File: src/rtl/btn_conditioner.sv
// Pushbutton front end: 2-flop synchroniser, counter-based debounce FSM, press/release
// strobes and a valid/ready press event. Define BTN_COND_LONG_PRESS_EN for long-press detection.
module btn_conditioner #(
  parameter int unsigned DEBOUNCE_CYCLES = 500000,
  parameter int unsigned LONG_CYCLES     = 50000000
) (
  input  logic clk,
  input  logic reset_n,
  input  logic btn_in,
  input  logic evt_ready,
  input  logic overrun_clr,
  output logic level_out,
  output logic press_pulse,
  output logic release_pulse,
  output logic evt_valid,
  output logic overrun,
  output logic long_pulse
);

  localparam int unsigned CNT_W = $clog2(DEBOUNCE_CYCLES);
  localparam logic [CNT_W-1:0] CNT_MAX = CNT_W'(DEBOUNCE_CYCLES - 1);

  if (DEBOUNCE_CYCLES < 2 || LONG_CYCLES < 2) begin : g_bad_params
    $error("btn_conditioner: DEBOUNCE_CYCLES and LONG_CYCLES must be >= 2");
  end

  typedef enum logic [1:0] {S_LOW, S_RISE, S_HIGH, S_FALL} state_t;

  state_t           state, state_nxt;
  logic [CNT_W-1:0] cnt, cnt_nxt;
  logic             level_nxt, press_nxt, release_nxt;
  logic             sync_q, btn_s;
  logic             overrun_set;

  // Pad synchroniser; btn_s is the only consumer of btn_in
  always_ff @(posedge clk or negedge reset_n) begin
    if (!reset_n) begin
      sync_q <= 1'b0;
      btn_s  <= 1'b0;
    end else begin
      sync_q <= btn_in;
      btn_s  <= sync_q;
    end
  end

  always_ff @(posedge clk or negedge reset_n) begin
    if (!reset_n) begin
      state         <= S_LOW;
      cnt           <= '0;
      level_out     <= 1'b0;
      press_pulse   <= 1'b0;
      release_pulse <= 1'b0;
    end else begin
      state         <= state_nxt;
      cnt           <= cnt_nxt;
      level_out     <= level_nxt;
      press_pulse   <= press_nxt;
      release_pulse <= release_nxt;
    end
  end

  // Any sample disagreeing with the candidate level drops the count entirely
  always_comb begin
    state_nxt   = state;
    cnt_nxt     = cnt;
    level_nxt   = level_out;
    press_nxt   = 1'b0;
    release_nxt = 1'b0;
    case (state)
      S_LOW: begin
        if (btn_s) begin
          state_nxt = S_RISE;
          cnt_nxt   = '0;
        end
      end
      S_RISE: begin
        if (!btn_s) begin
          state_nxt = S_LOW;
          cnt_nxt   = '0;
        end else if (cnt == CNT_MAX) begin
          state_nxt = S_HIGH;
          cnt_nxt   = '0;
          level_nxt = 1'b1;
          press_nxt = 1'b1;
        end else begin
          cnt_nxt = cnt + CNT_W'(1);
        end
      end
      S_HIGH: begin
        if (!btn_s) begin
          state_nxt = S_FALL;
          cnt_nxt   = '0;
        end
      end
      S_FALL: begin
        if (btn_s) begin
          state_nxt = S_HIGH;
          cnt_nxt   = '0;
        end else if (cnt == CNT_MAX) begin
          state_nxt   = S_LOW;
          cnt_nxt     = '0;
          level_nxt   = 1'b0;
          release_nxt = 1'b1;
        end else begin
          cnt_nxt = cnt + CNT_W'(1);
        end
      end
      default: begin
        state_nxt = S_LOW;
        cnt_nxt   = '0;
      end
    endcase
  end

  // The press event is loaded on the same edge that raises press_pulse
  assign overrun_set = press_nxt && evt_valid && !evt_ready;

  always_ff @(posedge clk or negedge reset_n) begin
    if (!reset_n) begin
      evt_valid <= 1'b0;
      overrun   <= 1'b0;
    end else begin
      evt_valid <= press_nxt || (evt_valid && !evt_ready);
      overrun   <= overrun_set || (overrun && !overrun_clr);
    end
  end

`ifdef BTN_COND_LONG_PRESS_EN
  localparam int unsigned HOLD_W = $clog2(LONG_CYCLES);
  localparam logic [HOLD_W-1:0] HOLD_MAX = HOLD_W'(LONG_CYCLES - 1);

  logic [HOLD_W-1:0] hold_cnt;
  logic              long_done, long_fire, hold_clr;

  // Hold time is frozen (not lost) while a release is being qualified
  always_comb begin
    hold_clr  = (state == S_LOW) || (state == S_RISE);
    long_fire = (hold_cnt == HOLD_MAX) && !long_done;
  end

  always_ff @(posedge clk or negedge reset_n) begin
    if (!reset_n) begin
      hold_cnt   <= '0;
      long_done  <= 1'b0;
      long_pulse <= 1'b0;
    end else begin
      long_pulse <= long_fire;
      if (hold_clr) begin
        hold_cnt  <= '0;
        long_done <= 1'b0;
      end else begin
        if (state == S_HIGH && hold_cnt != HOLD_MAX) hold_cnt <= hold_cnt + HOLD_W'(1);
        if (long_fire) long_done <= 1'b1;
      end
    end
  end
`else
  assign long_pulse = 1'b0;
`endif

endmodule
File: config.mk
export PLATFORM = sky130hd
export DESIGN_NAME = btn_conditioner
export DESIGN_NICKNAME = d
export VERILOG_FILES = /design/src/rtl/btn_conditioner.sv
export SDC_FILE = /design/constraint.sdc
export NUM_CORES = 1
export LEC_CHECK = 0
export ABC_CLOCK_PERIOD_IN_PS = 3600
export CORE_MARGIN = 2
export CORE_UTILIZATION = 50
export DETAILED_ROUTE_END_ITERATION = 6
export GPL_ROUTABILITY_DRIVEN = 0
export GPL_TIMING_DRIVEN = 0
export PLACE_DENSITY = 0.7
export SKIP_LAST_GASP = 1
export SLEW_MARGIN = 40
export SYNTH_ARGS = -nofsm -noshare
export SYNTH_HDL_FRONTEND = slang
export SYNTH_SLANG_ARGS = --single-unit
File: constraint.sdc
create_clock -name clk -period 3.6 [get_ports clk]
set_input_delay 0.9 -clock clk [delete_from_list [all_inputs] [get_ports clk]]
set_output_delay 0.9 -clock clk [all_outputs]
set_load 0.05 [all_outputs]
==> results of run 1 <==
cell families (layout without fill, tap and decap cells):
family / Yosys count / in the layout
XOR/XNOR: 3 / 3
flip-flops: 28 / 28
AND/OR/NAND/NOR: 64 / 64
adder cells (fa/ha/maj): 1 / 1
multiplexers: 8 / 8
other: 1 / 1
AO/OA/AOI/OAI: 30 / 30
buffers and inverters: 11 / 24
routing by layer:
metal  up-vias  track usage [%]
met1       564             29.4
li1        564                -
met3         5             2.04
met2        30             31.8
met5         -                0
met4         0             7.97
cell type report:
cell class	count	area, µm²	share of cell area, %
plain buffers	5	38.8	2.40
clock buffers	3	22.5	1.40
clock inverters	1	30.0	1.86
inverters	6	22.5	1.40
multi-input cells	107	674	41.8
flip-flops and latches	28	701	43.4
well taps	31	38.8	2.40
repair buffers	9	85.1	5.28
metrics by stage:
stage / setup WS (ns) / area [µm²] / util (%)
floorplan: 1.74 / 1440 / -
global placement: 1.23 / 1570 / 57.3
detailed placement: 1.54 / 1560 / 57.1
CTS: 1.15 / 1610 / 59.0
global route: 1.11 / 1610 / 59.0
finish: 1.16 / 1610 / 59.0
report_power, final:
part | total (mW) | internal, mW | leakage, nW | switching [mW]
Clock | 0.210 | 0.113 | 0.0279 | 0.0974
Sequential | 0.323 | 0.318 | 0.383 | 0.00466
Combinational | 0.0379 | 0.0135 | 0.287 | 0.0244
placed cells by master (no fill, tap or decap), drive strengths merged, types with 2 or more instances in the layout:
cell,instances
a21o,4
a21oi,12
a22o,3
and2,2
buf,5
clkbuf,4
clkdlybuf4s50,8
dfrtp,28
inv,6
mux2,2
mux2i,6
nand2,13
nand3,16
nand4,7
nor2,9
nor3,3
nor4,3
o211ai,2
o21ai,5
or3,3
or4,2
xor2,2
path summary, 6_finish.rpt:
check	startpoint	end	cells after the start	slack [ns]
setup / recovery	level_out	level_out	1	1.16
hold reg to reg	sync_q	btn_s	0	0.38
min in group asynchronous	reset_n	cnt[12]	1	0.55
hold / removal	sync_q	btn_s	0	0.38
setup reg to reg	cnt[5]	level_out	6	1.59
max in group asynchronous	reset_n	cnt[1]	1	2.66
state kept, by name, indices dropped and copies added (netlist names), named ones only:
name	cells
btn_s	1
cnt	19
evt_valid	1
level_out	1
overrun	1
press_pulse	1
release_pulse	1
state	1
sync_q	1
==> impl_metrics.ini, run 1 <==
[drt]
drt-met1-wl_um = 1450
wl_per_cell_um = 15.6
ant_nets = 0
vias = 1163
met2_length_um = 1380
wl_met3_um = 97
viasPerCell = 6.12
highest_layer = met4
routed_wl_um = 2960
drtIter0Drc = 46
firstDrtPassIters = 4
drc = 0

[pwr]
p_leak_nw = 0.697
total_power_mw = 0.571
irDropWorstVdd_v = 0.000323
power_density_mw_per_mm2 = 354

[finish]
drive_above_1_share_pct = 10.7
n_antenna_cell = 0
nNetsFinal = 166
fin_cells = 190
fillers = 229
syn_to_final_growth_pct = 12.3

[floorplan]
io_pins = 11
die_area_mm2 = 0.00332
start_util_pct = 52.5
coreArea_mm2 = 0.00273
die_w_um = 57.6
die_y_um = 57.6
placementRows = 19

[logic_synthesis]
ys_types = 41
synth-main-ff-cell = dfrtp_1
yosys.area_share.xor_xnor_pct = 1.83
synth_compound_area_share_pct = 13.5
synthMuxAreaShare_pct = 5.75
async_flop_share_pct = 100
syn-num-nets = 152
synth_top_area_share_pct = 48.8
synth-simple-area-share_pct = 24.7
synth_top_family_by_area = simple AND/OR/NAND/NOR gates
synth_adder_area_share_pct = 0.871
avgSynthCellArea_um2 = 9.84
synth_cells = 146
synth_seq_cells = 28
synthTopCellsByCount = 28 x dfrtp_1, 15 x nand3_1, 13 x nand2_1
yosys-top-cells-area = dfrtp_1 49%, nand3_1 5.2%, mux2i_1 4.2%
synthesis.area_mm2 = 0.00144
yosysSeqAreaShare_pct = 48.8
synth_largest_area_cell = dfrtp_1
yosysMostFrequentCell = dfrtp_1
ys_warn_count = 0
synth_edf_count = 0

[clocking]
post-cts-setup-buffers = 0
path_clk_slew_ns = 0.15
cts_sinks = 28
cts-buffers-inserted = 3
cts-root-buf = clkbuf_4
cts_buffer_depth = 2
htreeDepth = 1
cts_hold_buf = 0
worstSkewPairLatency_ns = 0.34
post_cts_resized = 0
cts_tree = done

[worst_setup_path]
cp.arrival_ns = 1.54
crit_buf_inv = 1
crit_chain = clkdlybuf4s50_1
crit_required_ns = 2.70
cp_slowest_cell = clkdlybuf4s50_1
critPathMaxFanout = 3
worst_setup_path_start_kind = flip-flop
slowest_delay_ns = 0.81
critPathKind = flip-flop to primary output
path_delay_family = buffers and inverters
crit_path_end_kind = primary output

[global_routing]
antenna_found_initial = 0
grt_usage_pct = 20.4
grt_pass1_wl_um = 5240
grt_pass1_vias = 1133
grt_max_degree = 29
overflow = 0

[place]
port_buffers = 9
dp_cells = 186
hpwlAfterDp_um = 2120

[job]
drv_cap = 0

[outcome]
outcome = finished clean

[timing]
relSlewSlack_pct = 51.5
grt_setup_unrepaired = false
hold_slack_ns = 0.382
final-hold-violation-count = 0
min_period_ns = 2.44
fmax_mhz = 410
drv_slew = 0
setup_tns_ns = 0
tightest_slew_ns = 0.725
period_share_pct = 67.8
setup_viol = 0
skew_ns = 0.00582

[hold_path]
min_path_type = flip-flop to flip-flop
No activity file was read; power rests on OpenSTA's default activity.
==> inputs of run 2 (changes only) <==
--- a/config.mk
+++ b/config.mk
@@ -5,13 +5,13 @@
 export SDC_FILE = /design/constraint.sdc
 export NUM_CORES = 1
 export LEC_CHECK = 0
-export ABC_CLOCK_PERIOD_IN_PS = 3600
+export ABC_CLOCK_PERIOD_IN_PS = 2050
 export CORE_MARGIN = 2
 export CORE_UTILIZATION = 50
 export DETAILED_ROUTE_END_ITERATION = 6
 export GPL_ROUTABILITY_DRIVEN = 0
 export GPL_TIMING_DRIVEN = 0
-export PLACE_DENSITY = 0.7
+export PLACE_DENSITY = 0.73
 export SKIP_LAST_GASP = 1
 export SLEW_MARGIN = 40
 export SYNTH_ARGS = -nofsm -noshare
==> constraint.sdc (replaced) <==
create_clock -name clk -period 2.05 [get_ports clk]
set_input_delay 0.5125 -clock clk [delete_from_list [all_inputs] [get_ports clk]]
set_output_delay 0.5125 -clock clk [all_outputs]
set_load 0.05 [all_outputs]
==> run 2 against run 1 <==
Combinational power increased by 79%. Cell count increased by 0.53%. Critical path depth grew 6. Global-route usage decreased by 0.77 points. Critical path type is now flip-flop to flip-flop. Critical endpoint is now cnt[0]. Clock power increased by 72%. First-iteration DRC count is 30% lower. Setup slack worse by 1.1 ns. Final area is 1.9% higher. Sequential power is 76% higher. Register-to-register slack lost 1.6 ns.
==> impl_metrics.ini, run 2 (synthesis gave the netlist of run 1 again) <==
[outcome]
outcome = finished clean

[floorplan]
placementRows = 19
start_util_pct = 52.5
coreArea_mm2 = 0.00273
io_pins = 11
die_y_um = 57.6
die_w_um = 57.6
die_area_mm2 = 0.00332

[drt]
wl_per_cell_um = 15.0
firstDrtPassIters = 4
viasPerCell = 5.95
ant_nets = 0
vias = 1136
routed_wl_um = 2870
drc = 0
drtIter0Drc = 32

[timing]
period_share_pct = 98.6
worst_slack_ns = 0.0286
final-hold-violation-count = 0
min_period_ns = 2.02
setup_viol = 0
drv_slew = 0
setup_tns_ns = 0
skew_ns = 0.00348
grt_setup_unrepaired = true
fmax_mhz = 495
tightest_slew_ns = 0.603
relSlewSlack_pct = 59.8

[worst_setup_path]
crit_required_ns = 2.29
crit_path_end_kind = flip-flop
critPathMaxFanout = 10
worst_setup_path_start_kind = flip-flop
critPathKind = flip-flop to flip-flop
cp.arrival_ns = 2.26

[place]
dp_cells = 186
placed_area_mm2 = 0.00156
port_buffers = 9
preCtsSetupSlack_ns = 0.0672
hpwlAfterDp_um = 2100

[clocking]
worstSkewPairLatency_ns = 0.33
cts_sinks = 28
cts-root-buf = clkbuf_4
cts-buffers-inserted = 3
cts_tree = done
path_clk_slew_ns = 0.15
cts_hold_buf = 0
htreeDepth = 1
cts_buffer_depth = 2

[finish]
fin_util_pct = 60.1
fin_area_mm2 = 0.00164
final_common_cell = dfrtp_1
drive_above_1_share_pct = 13.1
largest_register = cnt
n_antenna_cell = 0
syn_to_final_growth_pct = 14.5
nNetsFinal = 167
fillers = 240
largest_reg_flops = 19
final_cell_mix = 28 x dfrtp_1, 15 x nand3_1, 13 x nand2_1, 9 x a21oi_1, 8 x nor2_1
fin_cells = 191

[global_routing]
grt_pass1_wl_um = 5000
overflow = 0
grt_usage_pct = 19.6
grt_pass1_vias = 1145
antenna_found_initial = 0
grt_max_degree = 29

[hold_path]
min_path_type = input port to async pin

[pwr]
p_leak_nw = 0.767
irDropWorstVdd_v = 0.000419
power_density_mw_per_mm2 = 606

[job]
drv_cap = 0
run 2: metal layers:
metal / up-vias / share of wire [%] / track usage, %
li1: 559 / - / -
met1: 551 / 47 / 26.9
met2: 21 / 48 / 31.0
met3: 5 / 3.8 / 2.49
met4: 0 / 1.8 / 9.30
met5: - / 0 / 0
run 2: final cells by class:
type	instances	area, µm²	area share [%]
plain buffers	5	38.8	2.36
clock buffers	3	22.5	1.37
clock inverters	1	30.0	1.83
inverters	6	22.5	1.37
multi-input cells	107	692	42.1
flip-flops and latches	28	701	42.6
well taps	31	38.8	2.36
repair buffers	10	98.8	6.01
run 2: final timing paths:
| kind | start | endpoint | slack [ns] | cells past startpoint |
|---|---|---|---|---|
| max | cnt[5] | cnt[0] | 0.03 | 7 |
| min | reset_n | cnt[11] | 0.16 | 1 |
| max reg2reg | cnt[5] | cnt[0] | 0.03 | 7 |
| min reg2reg | sync_q | btn_s | 0.38 | 0 |
| max in group asynchronous | reset_n | btn_s | 1.50 | 1 |
| min in group clk | sync_q | btn_s | 0.38 | 0 |
run 2: power breakdown:
part | switching [mW] | internal (mW)
combinational | 0.0430 | 0.0249
clock | 0.163 | 0.198
sequential | 0.00813 | 0.559
run 2: timing repair:
action | in CTS | in global routing
endpoints found under the setup margin | 1 | 12
endpoints found under the hold margin | 0 | 0
resized for setup | 1 | 7
setup buffers | 0 | 1
run 2: metrics by stage:
stage	power [mW]	hold slack (ns)
after CTS	1.01	0.177
after floorplan	0.614	0.217
after detailed placement	0.644	0.345
after global routing	1.04	0.201
final	0.996	0.161
after global placement	0.641	0.340
run 2: worst max-delay path: stages (launching register included):
cell and delay, ns:
dfrtp_1 0.40, buf_6 0.13, or4_4 0.55, nor4_4 0.18, buf_4 0.17, a21oi_4 0.07, buf_6 0.16, mux2_2 0.26
